[config.mk]
export PLATFORM = sky130hd
export DESIGN_NAME = spi_rgb_ctrl
export DESIGN_NICKNAME = d
export VERILOG_FILES = /design/src/rtl/spi_rgb_ctrl.sv
export SDC_FILE = /design/constraint.sdc
export NUM_CORES = 1
export LEC_CHECK = 0
export BUFFER_PORTS_ARGS = -buffer_cell sky130_fd_sc_hd__buf_2
export CAP_MARGIN = 20
export CORE_MARGIN = 2
export CORE_UTILIZATION = 60
export CTS_BUF_LIST = sky130_fd_sc_hd__clkbuf_16
export CTS_CLUSTER_SIZE = 28
export DETAILED_ROUTE_END_ITERATION = 12
export PLACE_DENSITY = 0.8
export SLEW_MARGIN = 20
export SYNTH_ARGS = -nofsm -noshare
export SYNTH_HDL_FRONTEND = slang
export SYNTH_SLANG_ARGS = --single-unit
[constraint.sdc]
create_clock -name clk -period 5.7 [get_ports clk]
set_clock_uncertainty 0.05 [all_clocks]
set_input_delay 0 -clock clk [delete_from_list [all_inputs] [get_ports clk]]
set_output_delay 0 -clock clk [all_outputs]
set_load 0.05 [all_outputs]
[src/rtl/spi_rgb_ctrl.sv]
// spi_rgb_ctrl: SPI byte command decoder and RGB PWM driver
// feeding the SB_RGBA_DRV primitive on the iCE40UP5K.
module spi_rgb_ctrl #(
    parameter int unsigned PWM_DIV   = 4,
    parameter logic [7:0]  SYNC_BYTE = 8'hA5
) (
    input  logic       clk,
    input  logic       resetn,
    input  logic       frame_active,
    input  logic       rx_valid,
    input  logic [7:0] rx_data,
    output logic [7:0] tx_data,
    output logic       pwm_r,
    output logic       pwm_g,
    output logic       pwm_b,
    output logic       led_en,
    output logic       frame_err,
    output logic [7:0] cmd_count
);

    localparam logic [15:0] DIV_LAST = 16'(PWM_DIV - 1);

    typedef enum logic [3:0] {
        IDLE, SET_R, SET_G, SET_B,
        RD_G, RD_B, RD_END, EN, DROP
    } state_t;

    state_t      state_q;
    logic        frame_q;
    logic [7:0]  tx_q;
    logic [7:0]  cmd_q;
    logic        led_q;
    logic        err_q;
    logic [7:0]  shd_r_q;
    logic [7:0]  shd_g_q;
    logic [7:0]  pend_r_q;
    logic [7:0]  pend_g_q;
    logic [7:0]  pend_b_q;
    logic [7:0]  duty_r_q;
    logic [7:0]  duty_g_q;
    logic [7:0]  duty_b_q;
    logic [15:0] presc_q;
    logic [15:0] presc_d;
    logic [7:0]  cnt_q;
    logic [7:0]  cnt_d;
    logic        tick;
    logic        wrap;
    logic        pwm_r_q;
    logic        pwm_g_q;
    logic        pwm_b_q;
    logic        frame_end;
    logic        accept;

    // A falling SS always wins over a byte in the same cycle
    assign frame_end = frame_q & ~frame_active;
    assign accept    = rx_valid & frame_active;

    // Prescaler and PWM step counter next-state
    always_comb begin
        tick    = (presc_q == DIV_LAST);
        wrap    = tick && (cnt_q == 8'hFF);
        presc_d = tick ? 16'd0 : presc_q + 16'd1;
        cnt_d   = tick ? cnt_q + 8'd1 : cnt_q;
    end

    // Command FSM with registered tx byte, status and pending duties
    always_ff @(posedge clk or negedge resetn) begin
        if (!resetn) begin
            state_q  <= IDLE;
            frame_q  <= 1'b0;
            tx_q     <= SYNC_BYTE;
            cmd_q    <= 8'd0;
            led_q    <= 1'b0;
            err_q    <= 1'b0;
            shd_r_q  <= 8'd0;
            shd_g_q  <= 8'd0;
            pend_r_q <= 8'd0;
            pend_g_q <= 8'd0;
            pend_b_q <= 8'd0;
        end else begin
            frame_q <= frame_active;
            err_q   <= 1'b0;
            if (frame_end) begin
                state_q <= IDLE;
                tx_q    <= SYNC_BYTE;
                err_q   <= (state_q == SET_R) ||
                           (state_q == SET_G) ||
                           (state_q == SET_B) ||
                           (state_q == EN);
            end else if (accept) begin
                unique case (state_q)
                    IDLE: begin
                        unique case (rx_data)
                            8'h01: state_q <= SET_R;
                            8'h02: begin
                                tx_q    <= duty_r_q;
                                state_q <= RD_G;
                            end
                            8'h03: state_q <= EN;
                            default: begin
                                err_q   <= 1'b1;
                                tx_q    <= 8'h00;
                                state_q <= DROP;
                            end
                        endcase
                    end
                    SET_R: begin
                        shd_r_q <= rx_data;
                        state_q <= SET_G;
                    end
                    SET_G: begin
                        shd_g_q <= rx_data;
                        state_q <= SET_B;
                    end
                    SET_B: begin
                        pend_r_q <= shd_r_q;
                        pend_g_q <= shd_g_q;
                        pend_b_q <= rx_data;
                        cmd_q    <= cmd_q + 8'd1;
                        tx_q     <= 8'h00;
                        state_q  <= DROP;
                    end
                    RD_G: begin
                        tx_q    <= duty_g_q;
                        state_q <= RD_B;
                    end
                    RD_B: begin
                        tx_q    <= duty_b_q;
                        cmd_q   <= cmd_q + 8'd1;
                        state_q <= RD_END;
                    end
                    RD_END: begin
                        tx_q    <= 8'h00;
                        state_q <= DROP;
                    end
                    EN: begin
                        led_q   <= rx_data[0];
                        cmd_q   <= cmd_q + 8'd1;
                        tx_q    <= 8'h00;
                        state_q <= DROP;
                    end
                    DROP: tx_q <= 8'h00;
                    default: state_q <= IDLE;
                endcase
            end
        end
    end

    // PWM counter, period-aligned duty reload, registered compare
    always_ff @(posedge clk or negedge resetn) begin
        if (!resetn) begin
            presc_q  <= 16'd0;
            cnt_q    <= 8'd0;
            duty_r_q <= 8'd0;
            duty_g_q <= 8'd0;
            duty_b_q <= 8'd0;
            pwm_r_q  <= 1'b0;
            pwm_g_q  <= 1'b0;
            pwm_b_q  <= 1'b0;
        end else begin
            presc_q <= presc_d;
            cnt_q   <= cnt_d;
            if (wrap) begin
                duty_r_q <= pend_r_q;
                duty_g_q <= pend_g_q;
                duty_b_q <= pend_b_q;
            end
            pwm_r_q <= (cnt_q < duty_r_q);
            pwm_g_q <= (cnt_q < duty_g_q);
            pwm_b_q <= (cnt_q < duty_b_q);
        end
    end

    assign tx_data   = tx_q;
    assign pwm_r     = pwm_r_q;
    assign pwm_g     = pwm_g_q;
    assign pwm_b     = pwm_b_q;
    assign led_en    = led_q;
    assign frame_err = err_q;
    assign cmd_count = cmd_q;

endmodule

== Word-level counts from Yosys, hierarchy flattened ==
Index checks and enable logic that the tools add are counted.
Operators by class
  add/subtract/negate cells: 3
  order comparisons: 3
  eq/ne operators: 15
  multiplexer cells: 13
  bitwise gates (word level): 4
  reduce and logical (&&, ||, !) cells: 19
Operators by type and width (count)
  8-bit one-hot mux with 4 select lines: 1
  4-bit one-hot mux with 7 select lines: 1
  8-bit less-than comparator: 3
  3-bit AND reduction: 6
  16-bit by 1-bit adder with 16-bit output (second input constant): 1
  8-bit by 1-bit adder with 8-bit output (second input constant): 2
  16-bit by 2-bit equality test with 1-bit output (second input constant): 1
  4-bit by 3-bit equality test with 1-bit output (second input constant): 4
  8-bit by 2-bit equality test with 1-bit output (second input constant): 2
  16-bit two-way mux: 1
  8-bit two-way mux: 2
  8-bit one-hot mux with 2 select lines: 1
  4-bit one-hot mux with 3 select lines: 1
  3-bit OR reduction: 3
  4-bit by 2-bit equality test with 1-bit output (second input constant): 2
  8-bit by 1-bit equality test with 1-bit output (second input constant): 1
  8-bit equality test (second input constant): 1
  4-bit two-way mux: 2
  5-bit nonzero test: 1
  4-bit by 1-bit equality test with 1-bit output (second input constant): 1
  4-bit equality test (second input constant): 1
  4-bit zero test: 1
  1-bit two-way mux: 4
  4-bit OR reduction: 1
  9 further kinds: 13
Storage, ports and cells
  register bits after elaboration: 114
  bits of input ports: 12
  output and inout bits: 21
  logic and storage cells: 76

== Depth between registers and ports, before layout ==
  depth after elaboration: 6
  mapped depth: 7
  gate-level depth less buffers: 6

== Worst setup path after synthesis ==
Ideal clock, no wire load.
  path type: reg2reg
  start: reg state_q[0]
  end: reg tx_q[1], in the netlist tx_data[1]
  arrival: 1.911 ns
  required time: 5.525 ns
  path slack: 3.614 ns
  cell stages (with the launch flop): 8
  buffers on the path: 3
  cell sequence: dfrtp_1 -> buf_6 -> or4b_4 -> o21a_1 -> buf_6 -> o221a_4 -> buf_6 -> mux2_4
On the way
  word-level cells in the longest chain between the ends: 5
Ends and longest elaborated chain
  start: declaration: RTL line 28  | state_t state_q;
  start signal: assignment: RTL line 69  | state_q <= IDLE;
  start signal: assignment: RTL line 84  | state_q <= IDLE;
  start signal: assignment: RTL line 94  | 8'h01: state_q <= SET_R;
  4-bit by 2-bit equality test with 1-bit output, or another cell as far along: RTL line 91  | unique case (state_q)
  4-bit OR reduction (no line)
  8-bit one-hot mux with 4 select lines: RTL line 91
  8-bit two-way mux: RTL line 90  | end else if (accept) begin
  8-bit two-way mux: RTL line 83  | if (frame_end) begin
  end signal: assignment: RTL line 96  | tx_q <= duty_r_q;
  end signal: assignment: RTL line 124  | tx_q <= duty_g_q;
  end signal: assignment: RTL line 128  | tx_q <= duty_b_q;
  end: declaration: RTL line 30  | logic [7:0] tx_q;
Parallel ways exist; a longest one is shown, timed or not. The select of a mux whose other input is x is not followed.
A chain may end at the register's enable or synchronous reset.

== Worst setup path after layout ==
  start: reg presc_q[0]
  end: reg duty_g_q[0]
On the way
  word-level cells in the longest chain between the ends: 2
Ends and longest elaborated chain
  start: declaration: RTL line 42  | logic [15:0] presc_q;
  start signal: assignment: RTL line 161  | presc_q <= presc_d;
  16-bit by 2-bit equality test with 1-bit output: RTL line 60  | tick = (presc_q == DIV_LAST);
  1-bit logical AND: RTL line 61  | wrap = tick && (cnt_q == 8'hFF);
  end signal: assignment: RTL line 165  | duty_g_q <= pend_g_q;
  end: declaration: RTL line 40  | logic [7:0] duty_g_q;
No other way between the ends.

==> flow_metrics.py <==
metrics = {
    "synth": {
        "synth_area_leaders": "dfrtp_1, mux2_2, ha_1",
        "synth-main-ff-cell": "dfrtp_1",
        "synth_cells": 442,
        "yosys_warnings": 0,
        "synth_commonest_cells": "dfrtp_1, mux2_2, inv_1",
        "synth_edf_count": 0,
        "ys_seq_elements": 114,
        "synth_cell_types": 49,
        "yosys.area.top_type_share_pct": 50.7,
        "syn_nets": 478,
        "yosysSeqAreaShare_pct": 52.7,
        "ys_async_sr_fraction_pct": 100,
        "syn_avg_cell_area_um2": 12.3,
        "synth.most_common_cell": "dfrtp_1",
        "syn_area_mm2": 0.00542,
        "synth_top_area_cell": "dfrtp_1",
    },
    "cells_and_area": {
        "syn2layout_area_growth_pct": 17.7,
        "nets": 529,
        "fillCellCount": 589,
        "stdcell_count": 614,
        "drive_gt1_share_pct": 28.7,
        "num_antenna_cells": 0,
    },
    "global_route": {
        "grt_pass1_vias": 3760,
        "use_met1_pct": 32.7,
        "busiest_layer": "met2",
        "grt_use_total_pct": 25.3,
        "gr-usage-met3_pct": 6.67,
        "use_met2_pct": 41.3,
        "grt_max_degree": 65,
        "antenna_found_initial": 0,
        "grt_overflow": 0,
        "grt_pass1_wl_mm": 19.0,
    },
    "power_and_ir_drop": {
        "p_sw_uw": 623,
        "sequentialPowerShare_pct": 40.5,
        "combPwrFrac_pct": 13.0,
        "ir_worst_vdd_mv": 0.234,
        "p_int_mw": 1.70,
        "swShare_pct": 26.8,
        "clockPowerShare_pct": 46.5,
        "p_leak_nw": 3.09,
        "power_density_mw_per_mm2": 364,
    },
    "timing": {
        "rsz0062_at_grt": "false",
        "post-route-period-util_pct": 45.3,
        "hold_violations": 0,
        "max_slew_margin_pct": 30.9,
        "finalSetupViolations": 0,
        "tightest_slew_ns": 1.02,
        "period_minus_slack_ns": 2.58,
        "max_freq_ghz": 0.387,
        "tns_ns": 0,
        "slew_viol_final": 0,
    },
    "worst_hold_path": {
        "hp-class": "in -> async",
    },
    "die": {
        "rows": 34,
        "core_mm2": 0.00876,
        "die_w_um": 99.1,
        "die_h_um": 99.1,
        "io_pins": 33,
        "dieArea_mm2": 0.00982,
        "start_util_pct": 61.9,
    },
    "detailed_routing": {
        "vias": 3638,
        "routedWlPerCell_um": 18.5,
        "dr.pass1.iters": 4,
        "drt-vias-per-instance": 5.93,
        "drt-initial-drc-count": 218,
        "drt_drc_violations_left": 0,
        "routed_wl_mm": 11.3,
        "ant_nets": 0,
    },
    "critical_path": {
        "crit_arrival_ns": 2.82,
        "startpoint_type": "flop",
        "cp_max_fo": 24,
        "cp.required_ns": 5.94,
        "path_class": "reg -> reg",
        "end_kind": "flop",
    },
    "placement": {
        "port_buffers": 32,
        "dpl.cell_count": 571,
        "dp_hpwl_mm": 7.52,
        "gp_congestion": 0.821,
    },
    "clocking": {
        "cts_resized": 0,
        "cts-root-buf": "clkbuf_16",
        "worstSkewPairLatency_ns": 0.41,
        "htreeDepth": 4,
        "cts_setup_buffers": 0,
        "cts_max_path_buffers": 2,
        "cts_inserted_buffers": 17,
        "cts_tree": "yes",
        "clock-sinks": 114,
        "clkTransAtPathRegs_ns": 0.05,
    },
    "run": {
        "drv_cap": 0,
    },
    "run_status": {
        "outcome": "finished clean",
    },
}
[state kept, by name, indices dropped and copies added, names as in the netlist, 4 cells and up]
signal     flops
pend_b_q       8
duty_g_q       8
pend_g_q       8
cnt_q          8
shd_g_q        8
duty_b_q       8
cmd_count      8
duty_r_q       8
shd_r_q        8
presc_q       16
pend_r_q       8
tx_data        8
state_q        4
[area by class of cell]
class                      instances  area, µm²  area share [%]
timing repair buffer              47        303            4.74
tap                              108        135            2.12
clock buffer                      17        425            6.66
multi-input combinational        282       2360            37.0
sequential                       114       2860            44.8
clock inverter                    15        183            2.86
inverter                          31        116            1.82
[power groups by stage]
stage	Clock [mW]	Sequential [mW]	Combinational, mW
after floorplan	0	0.995	0.183
after global placement	0	0.945	0.285
after detailed placement	0	0.952	0.293
after CTS	1.10	0.939	0.303
after global routing	1.14	0.950	0.326
final	1.08	0.940	0.302
[critical path: stages, from the launching register on]
cell and delay, ns:
dfrtp_1 0.39, ha_1 0.21, nor4b_1 0.27, nand4_1 0.49, nor3_2 0.31, buf_4 0.34
mux2_2 0.38
[routing by layer]
layer	up-vias	share of wire (%)
met5	-	0
met2	89	51
li1	1689	-
met1	1840	43
met3	20	4.6
met4	0	1.8
[final timing paths]
| kind | depth (start not counted) | end | from | slack, ns |
|---|---|---|---|---|
| worst max register to register | 6 | duty_g_q[0] | presc_q[0] | 3.12 |
| worst min-delay path | 2 | cmd_count[6] | resetn | 0.11 |
| worst max-delay path | 6 | duty_g_q[0] | presc_q[0] | 3.12 |
| max in group asynchronous | 3 | cmd_count[1] | resetn | 4.29 |
| min in group clk | 2 | frame_q | frame_active | 0.28 |
| worst min register to register | 1 | cmd_count[7] | cmd_count[7] | 0.41 |
[repair_timing]
item,CTS,global route
setup endpoints to repair,0,0
hold endpoints to repair,78,0
hold buffers,11,0
[cells by family after synthesis]
family	Yosys count	share of synthesized area [%]
AO/OA/AOI/OAI	55	7.08
XOR/XNOR	28	4.52
adder cells (fa/ha/maj)	24	5.54
buffers and inverters	46	3.71
flip-flops	114	52.7
multiplexers	76	15.9
AND/OR/NAND/NOR	99	10.6
[metrics by stage]
| step | hold slack [ns] | instance area, µm² | total power, mW | util [%] | worst slack, ns |
|---|---|---|---|---|---|
| 2_1_floorplan | -0.346 | 5420 | 1.18 | - | 3.61 |
| 3_3_place_gp | 0.00650 | 5670 | 1.23 | 64.7 | 3.32 |
| 3_5_place_dp | 0.0149 | 5670 | 1.24 | 64.7 | 3.17 |
| 4_1_cts | 0.132 | 6380 | 2.34 | 72.9 | 3.11 |
| 5_1_grt | 0.164 | 6380 | 2.41 | 72.9 | 2.93 |
| 6_report | 0.105 | 6380 | 2.32 | 72.9 | 3.12 |
[layout by cell type (no fill, tap or decap), types with 11 or more instances in the layout]
cell type	n
buf_2	31
clkbuf_16	17
dfrtp_1	110
dlygate4sd3_1	11
ha_1	24
inv_1	32
mux2_2	64
nand2_1	14
nand3_1	19
xnor2_1	19
Note: power is estimated with default switching activity, not from simulation.
